==> src/rtl/mem_ctrl_if.sv <==
// Request/response and byte-bus signals between the ICache, LSB, mem_ctrl and the byte-wide RAM/IO bus.
interface mem_ctrl_if #(
  parameter int ADDR_WIDTH = 32
);
  logic                  ic_to_mc_request;
  logic [ADDR_WIDTH-1:0] ic_to_mc_pc;
  logic                  mc_to_ic_ready;
  logic [31:0]           mc_to_ic_inst;

  logic                  lsb_to_mc_request;
  logic                  lsb_to_mc_wr;
  logic [1:0]            lsb_to_mc_size;
  logic [ADDR_WIDTH-1:0] lsb_to_mc_addr;
  logic [31:0]           lsb_to_mc_data;
  logic                  mc_to_lsb_ready;
  logic [31:0]           mc_to_lsb_data;

  logic [7:0]            mem_din;
  logic [7:0]            mem_dout;
  logic [ADDR_WIDTH-1:0] mem_a;
  logic                  mem_wr;
  logic                  io_buffer_full;

  modport slave (
    input  ic_to_mc_request, ic_to_mc_pc,
    output mc_to_ic_ready, mc_to_ic_inst,
    input  lsb_to_mc_request, lsb_to_mc_wr, lsb_to_mc_size, lsb_to_mc_addr, lsb_to_mc_data,
    output mc_to_lsb_ready, mc_to_lsb_data,
    input  mem_din, io_buffer_full,
    output mem_dout, mem_a, mem_wr
  );

  modport master (
    output ic_to_mc_request, ic_to_mc_pc,
    input  mc_to_ic_ready, mc_to_ic_inst,
    output lsb_to_mc_request, lsb_to_mc_wr, lsb_to_mc_size, lsb_to_mc_addr, lsb_to_mc_data,
    input  mc_to_lsb_ready, mc_to_lsb_data,
    output mem_din, io_buffer_full,
    input  mem_dout, mem_a, mem_wr
  );
endinterface

==> src/rtl/mem_ctrl.sv <==
// Byte-serial memory controller: serves LSB (priority) and ICache accesses as 1/2/4 consecutive
// byte transfers; read ready at E(n+1), write ready at E(n) plus IO stalls, one-cycle ready pulses.
module mem_ctrl #(
  parameter int ADDR_WIDTH = 32
) (
  input  logic      clk_in,
  input  logic      rst_in,
  input  logic      rdy_in,
  input  logic      rollback_in,
  mem_ctrl_if.slave bus
);

  typedef enum logic [1:0] {S_IDLE, S_READ, S_WRITE, S_DONE} state_t;

  state_t                r_state, w_state;
  logic                  r_src_lsb, w_src_lsb;
  logic [ADDR_WIDTH-1:0] r_addr, w_addr;
  logic [2:0]            r_len, w_len;
  logic [31:0]           r_wdata, w_wdata;
  logic [31:0]           r_rbuf, w_rbuf;
  logic [2:0]            r_issue_idx, w_issue_idx;
  logic [2:0]            r_recv_idx, w_recv_idx;
  logic                  r_cap_en, w_cap_en;
  logic [ADDR_WIDTH-1:0] r_mem_a, w_mem_a;
  logic [7:0]            r_mem_dout, w_mem_dout;
  logic                  r_mem_wr, w_mem_wr;
  logic                  r_ic_ready, w_ic_ready;
  logic                  r_lsb_ready, w_lsb_ready;
  logic [31:0]           r_ic_inst, w_ic_inst;
  logic [31:0]           r_lsb_data, w_lsb_data;

  logic                  w_req_any;
  logic                  w_req_wr;
  logic [ADDR_WIDTH-1:0] w_req_addr;
  logic [2:0]            w_req_len;
  logic [ADDR_WIDTH-1:0] w_byte_addr;
  logic [7:0]            w_wr_byte;
  logic [31:0]           w_asm;

  always_comb begin
    w_state     = r_state;
    w_src_lsb   = r_src_lsb;
    w_addr      = r_addr;
    w_len       = r_len;
    w_wdata     = r_wdata;
    w_rbuf      = r_rbuf;
    w_issue_idx = r_issue_idx;
    w_recv_idx  = r_recv_idx;
    w_cap_en    = r_cap_en;
    w_mem_a     = r_mem_a;
    w_mem_dout  = r_mem_dout;
    w_mem_wr    = 1'b0;
    w_ic_ready  = 1'b0;
    w_lsb_ready = 1'b0;
    w_ic_inst   = r_ic_inst;
    w_lsb_data  = r_lsb_data;

    w_req_any  = bus.lsb_to_mc_request | bus.ic_to_mc_request;
    w_req_wr   = bus.lsb_to_mc_request & bus.lsb_to_mc_wr;
    w_req_addr = bus.lsb_to_mc_request ? bus.lsb_to_mc_addr : bus.ic_to_mc_pc;
    w_req_len  = 3'd4;
    if (bus.lsb_to_mc_request) begin
      case (bus.lsb_to_mc_size)
        2'd0:    w_req_len = 3'd1;
        2'd1:    w_req_len = 3'd2;
        default: w_req_len = 3'd4;
      endcase
    end
    w_byte_addr = r_addr + ADDR_WIDTH'(r_issue_idx);
    case (r_issue_idx[1:0])
      2'd0:    w_wr_byte = r_wdata[7:0];
      2'd1:    w_wr_byte = r_wdata[15:8];
      2'd2:    w_wr_byte = r_wdata[23:16];
      default: w_wr_byte = r_wdata[31:24];
    endcase
    w_asm = r_rbuf | (32'(bus.mem_din) << {r_recv_idx[1:0], 3'b000});

    case (r_state)
      S_IDLE: begin
        if (w_req_any && !rollback_in) begin
          w_src_lsb  = bus.lsb_to_mc_request;
          w_addr     = w_req_addr;
          w_len      = w_req_len;
          w_wdata    = bus.lsb_to_mc_data;
          w_rbuf     = 32'd0;
          w_recv_idx = 3'd0;
          w_cap_en   = 1'b0;
          w_mem_a    = w_req_addr;
          if (w_req_wr) begin
            w_state = S_WRITE;
            // A store into the IO window waits here while the IO buffer is full.
            if (bus.io_buffer_full && w_req_addr[17:16] == 2'b11) begin
              w_issue_idx = 3'd0;
            end else begin
              w_mem_dout  = bus.lsb_to_mc_data[7:0];
              w_mem_wr    = 1'b1;
              w_issue_idx = 3'd1;
            end
          end else begin
            w_state     = S_READ;
            w_issue_idx = 3'd1;
          end
        end
      end
      S_READ: begin
        if (rollback_in || (!r_src_lsb && !bus.ic_to_mc_request)) begin
          w_state     = S_IDLE;
          w_issue_idx = 3'd0;
          w_recv_idx  = 3'd0;
        end else begin
          if (r_issue_idx < r_len) begin
            w_mem_a     = w_byte_addr;
            w_issue_idx = r_issue_idx + 3'd1;
          end
          // RAM data trails the address by two edges; capture starts on the second READ edge.
          w_cap_en = 1'b1;
          if (r_cap_en) begin
            w_rbuf     = w_asm;
            w_recv_idx = r_recv_idx + 3'd1;
            if (r_recv_idx == r_len - 3'd1) begin
              w_state = S_DONE;
              if (r_src_lsb) begin
                w_lsb_ready = 1'b1;
                w_lsb_data  = w_asm;
              end else begin
                w_ic_ready = 1'b1;
                w_ic_inst  = w_asm;
              end
            end
          end
        end
      end
      S_WRITE: begin
        if (r_issue_idx == r_len) begin
          w_state     = S_DONE;
          w_lsb_ready = 1'b1;
        end else if (!(bus.io_buffer_full && w_byte_addr[17:16] == 2'b11)) begin
          w_mem_a     = w_byte_addr;
          w_mem_dout  = w_wr_byte;
          w_mem_wr    = 1'b1;
          w_issue_idx = r_issue_idx + 3'd1;
        end
      end
      default: begin
        w_state     = S_IDLE;
        w_issue_idx = 3'd0;
        w_recv_idx  = 3'd0;
      end
    endcase
  end

  always_ff @(posedge clk_in) begin
    if (!rst_in) begin
      r_state     <= S_IDLE;
      r_src_lsb   <= 1'b0;
      r_addr      <= '0;
      r_len       <= 3'd0;
      r_wdata     <= 32'd0;
      r_rbuf      <= 32'd0;
      r_issue_idx <= 3'd0;
      r_recv_idx  <= 3'd0;
      r_cap_en    <= 1'b0;
      r_mem_a     <= '0;
      r_mem_dout  <= 8'd0;
      r_mem_wr    <= 1'b0;
      r_ic_ready  <= 1'b0;
      r_lsb_ready <= 1'b0;
      r_ic_inst   <= 32'd0;
      r_lsb_data  <= 32'd0;
    end else if (rdy_in) begin
      r_state     <= w_state;
      r_src_lsb   <= w_src_lsb;
      r_addr      <= w_addr;
      r_len       <= w_len;
      r_wdata     <= w_wdata;
      r_rbuf      <= w_rbuf;
      r_issue_idx <= w_issue_idx;
      r_recv_idx  <= w_recv_idx;
      r_cap_en    <= w_cap_en;
      r_mem_a     <= w_mem_a;
      r_mem_dout  <= w_mem_dout;
      r_mem_wr    <= w_mem_wr;
      r_ic_ready  <= w_ic_ready;
      r_lsb_ready <= w_lsb_ready;
      r_ic_inst   <= w_ic_inst;
      r_lsb_data  <= w_lsb_data;
    end
  end

  assign bus.mem_a          = r_mem_a;
  assign bus.mem_dout       = r_mem_dout;
  assign bus.mem_wr         = r_mem_wr;
  assign bus.mc_to_ic_ready = r_ic_ready;
  assign bus.mc_to_ic_inst  = r_ic_inst;
  assign bus.mc_to_lsb_ready = r_lsb_ready;
  assign bus.mc_to_lsb_data = r_lsb_data;

endmodule

==> src/flat_wrapper.sv <==
// flat-port wrapper written by rule: the top's interface ports become plain ports
module mem_ctrl_flat 
#(
  parameter int ADDR_WIDTH = 32
)
  (clk_in, rst_in, rdy_in, rollback_in, bus_ic_to_mc_request, bus_ic_to_mc_pc, bus_mc_to_ic_ready, bus_mc_to_ic_inst, bus_lsb_to_mc_request, bus_lsb_to_mc_wr, bus_lsb_to_mc_size, bus_lsb_to_mc_addr, bus_lsb_to_mc_data, bus_mc_to_lsb_ready, bus_mc_to_lsb_data, bus_mem_din, bus_io_buffer_full, bus_mem_dout, bus_mem_a, bus_mem_wr);
  mem_ctrl_if #(.ADDR_WIDTH(ADDR_WIDTH)) bus_i ();
  input  logic clk_in;
  input  logic rst_in;
  input  logic rdy_in;
  input  logic rollback_in;
  input wire logic [$bits(bus_i.ic_to_mc_request)-1:0] bus_ic_to_mc_request;
  input wire logic [$bits(bus_i.ic_to_mc_pc)-1:0] bus_ic_to_mc_pc;
  output wire logic [$bits(bus_i.mc_to_ic_ready)-1:0] bus_mc_to_ic_ready;
  output wire logic [$bits(bus_i.mc_to_ic_inst)-1:0] bus_mc_to_ic_inst;
  input wire logic [$bits(bus_i.lsb_to_mc_request)-1:0] bus_lsb_to_mc_request;
  input wire logic [$bits(bus_i.lsb_to_mc_wr)-1:0] bus_lsb_to_mc_wr;
  input wire logic [$bits(bus_i.lsb_to_mc_size)-1:0] bus_lsb_to_mc_size;
  input wire logic [$bits(bus_i.lsb_to_mc_addr)-1:0] bus_lsb_to_mc_addr;
  input wire logic [$bits(bus_i.lsb_to_mc_data)-1:0] bus_lsb_to_mc_data;
  output wire logic [$bits(bus_i.mc_to_lsb_ready)-1:0] bus_mc_to_lsb_ready;
  output wire logic [$bits(bus_i.mc_to_lsb_data)-1:0] bus_mc_to_lsb_data;
  input wire logic [$bits(bus_i.mem_din)-1:0] bus_mem_din;
  input wire logic [$bits(bus_i.io_buffer_full)-1:0] bus_io_buffer_full;
  output wire logic [$bits(bus_i.mem_dout)-1:0] bus_mem_dout;
  output wire logic [$bits(bus_i.mem_a)-1:0] bus_mem_a;
  output wire logic [$bits(bus_i.mem_wr)-1:0] bus_mem_wr;
  assign bus_i.ic_to_mc_request = bus_ic_to_mc_request;
  assign bus_i.ic_to_mc_pc = bus_ic_to_mc_pc;
  assign bus_mc_to_ic_ready = bus_i.mc_to_ic_ready;
  assign bus_mc_to_ic_inst = bus_i.mc_to_ic_inst;
  assign bus_i.lsb_to_mc_request = bus_lsb_to_mc_request;
  assign bus_i.lsb_to_mc_wr = bus_lsb_to_mc_wr;
  assign bus_i.lsb_to_mc_size = bus_lsb_to_mc_size;
  assign bus_i.lsb_to_mc_addr = bus_lsb_to_mc_addr;
  assign bus_i.lsb_to_mc_data = bus_lsb_to_mc_data;
  assign bus_mc_to_lsb_ready = bus_i.mc_to_lsb_ready;
  assign bus_mc_to_lsb_data = bus_i.mc_to_lsb_data;
  assign bus_i.mem_din = bus_mem_din;
  assign bus_i.io_buffer_full = bus_io_buffer_full;
  assign bus_mem_dout = bus_i.mem_dout;
  assign bus_mem_a = bus_i.mem_a;
  assign bus_mem_wr = bus_i.mem_wr;
  mem_ctrl #(.ADDR_WIDTH(ADDR_WIDTH)) u_core (.clk_in(clk_in), .rst_in(rst_in), .rdy_in(rdy_in), .rollback_in(rollback_in), .bus(bus_i));
endmodule
==> config.mk <==
export PLATFORM = sky130hd
export DESIGN_NAME = mem_ctrl_flat
export DESIGN_NICKNAME = d
export VERILOG_FILES = /design/src/rtl/mem_ctrl_if.sv /design/src/rtl/mem_ctrl.sv /design/src/flat_wrapper.sv
export SDC_FILE = /design/constraint.sdc
export NUM_CORES = 1
export LEC_CHECK = 0
export ABC_AREA = 1
export CORE_MARGIN = 4
export CORE_UTILIZATION = 56
export CTS_CLUSTER_DIAMETER = 50
export DETAILED_ROUTE_END_ITERATION = 12
export GPL_TIMING_DRIVEN = 1
export PLACE_DENSITY = 0.86
export SYNTH_ARGS = -nofsm -noshare
export SYNTH_HDL_FRONTEND = slang
export SYNTH_SLANG_ARGS = --single-unit
==> constraint.sdc <==
create_clock -name clk_in -period 4.9 [get_ports clk_in]
set_clock_uncertainty 0.2 [all_clocks]
set_input_delay 0.98 -clock clk_in [delete_from_list [all_inputs] [get_ports clk_in]]
set_output_delay 0.98 -clock clk_in [all_outputs]
set_load 0.02 [all_outputs]
==> flow_metrics.tcl <==
set metrics [dict create \
    rsz0062_at_grt "no" \
    ys.flop_type "dfxtp_1" \
    synth_cell_type_count 38 \
    cts_resized 0 \
    seq_area_frac_synth_pct 40.8 \
    cts_setup_buffers 0 \
    ios 221 \
    crit_type "flop to flop" \
    cp-end-kind "flop" \
    relSlewSlack_pct 35.4 \
    routed.top_layer "met4" \
    cts_root_buf "clkbuf_16" \
    nets 1835 \
    cts_tree "built" \
    setup_tns_ns 0 \
    dpl-instance-area_mm2 0.0128 \
    critPathLaunchType "flop" \
    cp_max_fo 50 \
    antenna_found_initial 0 \
    p_leak_nw 5.51 \
    gp_congestion 0.946 \
    area_growth_pct 29.7 \
    stdcell_count 1956 \
    mappedNetlistArea_mm2 0.0106 \
    portBuffers 220 \
    grt_pass1_vias 10400 \
    dp.cells 1909 \
    report.final.slew_viol_count 0 \
    final_cell_mix "256 x nand2_1, 218 x clkdlybuf4s50_1, 216 x dfxtp_1, 196 x inv_1, 189 x nor2_1" \
    cts_hold_buf 0 \
    drive_gt1_share_pct 6.21 \
    synth_warnings 0 \
    synth_edf_count 0 \
    grt-ovfl-total 0 \
    initialDrtViolationCount 1032 \
    dieHeight_um 146 \
    grt_pass1_wl_um 52600 \
    cts_sinks 216 \
    hold_viol 0 \
    cts_buffer_depth 3 \
    power_density_mw_per_mm2 373 \
    synthCells 1531 \
    routed_wl_um 32700 \
    holdWs_ns 0.247 \
    via_per_inst 5.58 \
    die_area_mm2 0.0212 \
    min_path_type "flop to flop" \
    route.detailed.drc 0 \
    arrival_ns 4.03 \
    core_mm2 0.0186 \
    routedWlPerCell_um 16.7 \
    clkTransAtPathRegs_ns 0.06 \
    met2_length_um 15600 \
    antenna_cells 0 \
    wl_met1_um 13100 \
    first_pass_iters 6 \
    dr_wl_met3_um 2650 \
    stdcell_area_mm2 0.0137 \
    status "complete, no violations" \
    setup_viol 0 \
    worst_ir_drop_vdd_mv 0.348 \
    worst_slew_pin_slew_ns 0.968 \
    track_usage_pct 29.6 \
    ant_nets 0 \
    layout_commonest_cell "nand2_1" \
    h-tree-depth 1 \
    clock.fmax_mhz 265 \
    grt_start_max_net_pins 102 \
    drv_cap 0 \
    synth_area_per_cell_um2 6.92 \
    cts_made_buffers 26 \
    synth_seq_cells 216 \
    fp-row-count 50 \
    start_util_pct 56.9 \
    die_x_um 146 \
    period_needed_ns 3.78 \
    dp_hpwl_um 23300 \
    syn_nets 1663 \
    worstPathRequired_ns 5.16 \
    vias 10900 \
    insertion_delay_ns 0.53 \
    min_period_over_period_pct 77.1 \
    synthArstFlopShare_pct 0 \
]
==> metrics by stage <==
stage               setup WS [ns]  utilization, %  total power [mW]
floorplan                    2.34               -              2.65
global placement             1.33            68.7              3.04
detailed placement           1.16            68.7              3.07
CTS                          1.14            73.7              5.13
global route                0.720            73.7              5.34
finish                       1.12            73.7              5.13
==> kinds of logic (layout without fill, tap and decap cells) <==
kind of cell / count (synthesis) / after routing / share of synthesized area (%)
AO/OA/AOI/OAI: 377 / 377 / 18.8
XOR/XNOR: 17 / 17 / 1.40
adder cells (fa/ha/maj): 18 / 18 / 2.20
buffers and inverters: 303 / 494 / 11.2
flip-flops: 216 / 216 / 40.8
multiplexers: 31 / 31 / 3.03
AND/OR/NAND/NOR: 569 / 569 / 22.6
==> cells in the mapped netlist (all sizes together), types with 2 or more instances <==
cell type	instances	share of area, %
nand2	260	9.3
dfxtp	216	41
inv	214	7.6
nor2	196	7.2
o21ai	177	8.4
a21oi	152	7.2
clkbuf	53	1.9
nand3	41	2.1
nor3	40	2.0
buf	35	1.7
nand4	26	1.5
a211oi	25	1.8
mux2i	22	2.1
a31oi	18	1.1
ha	17	2.0
mux2	9	0.96
xnor2	9	0.74
xor2	8	0.66
or2	3	0.18
a22oi	2	0.14
o21bai	2	0.18
==> sequential cells by signal, indices dropped and copies added (netlist names), 3 cells and up <==
register and count:
u_core.bus.mc_to_ic_inst 32, u_core.bus.mem_dout 8, u_core.bus.mem_a 32, u_core.r_addr 32, u_core.r_issue_idx 3, u_core.r_rbuf 32
u_core.bus.mc_to_lsb_data 32, u_core.r_len 3, u_core.r_wdata 32, u_core.r_recv_idx 3
==> per-layer routing <==
layer	global-route usage, %	up-vias
met3	5.48	108
met1	37.2	5002
met5	0	-
li1	-	5300
met2	50.2	511
met4	12.3	0
==> path summary, 6_finish.rpt <==
check                                             startpoint                           end  slack, ns  cells past startpoint
worst max register to register         u_core.r_issue_idx[0]          u_core.bus.mem_a[18]       1.12                     16
worst max-delay path                   u_core.r_issue_idx[0]          u_core.bus.mem_a[18]       1.12                     16
worst min-delay path            u_core.bus.mc_to_ic_inst[22]  u_core.bus.mc_to_ic_inst[22]       0.25                      2
worst min register to register  u_core.bus.mc_to_ic_inst[22]  u_core.bus.mc_to_ic_inst[22]       0.25                      2
==> report_power, final <==
part	internal, mW	switching, mW
Combinational	0.408	0.672
Clock	1.29	0.786
Sequential	1.87	0.103
Total	3.57	1.56
==> critical path, cell delays in order (launching register included) <==
cell and delay (ns):
dfxtp_1 0.44, ha_1 0.20, inv_1 0.06, fa_1 0.43, inv_1 0.09, nand3_1 0.09, nand2_2 0.17, nand2_2 0.11
nor2_1 0.14, nand2_1 0.09, nand2_1 0.09, nor2_2 0.06, nand3_4 0.27, nand3_2 0.76, nand2_1 0.30, nand2_1 0.07
nor2_1 0.10
==> layout make-up <==
type / count / area [um2]
fill: 1469 / 4900
clock buffer: 34 / 742
tap: 234 / 293
sequential: 216 / 4320
timing repair buffer: 232 / 2280
multi-input combinational: 1012 / 5100
clock inverter: 13 / 194
inverter: 215 / 807
Power figures use the tool's default switching activity.
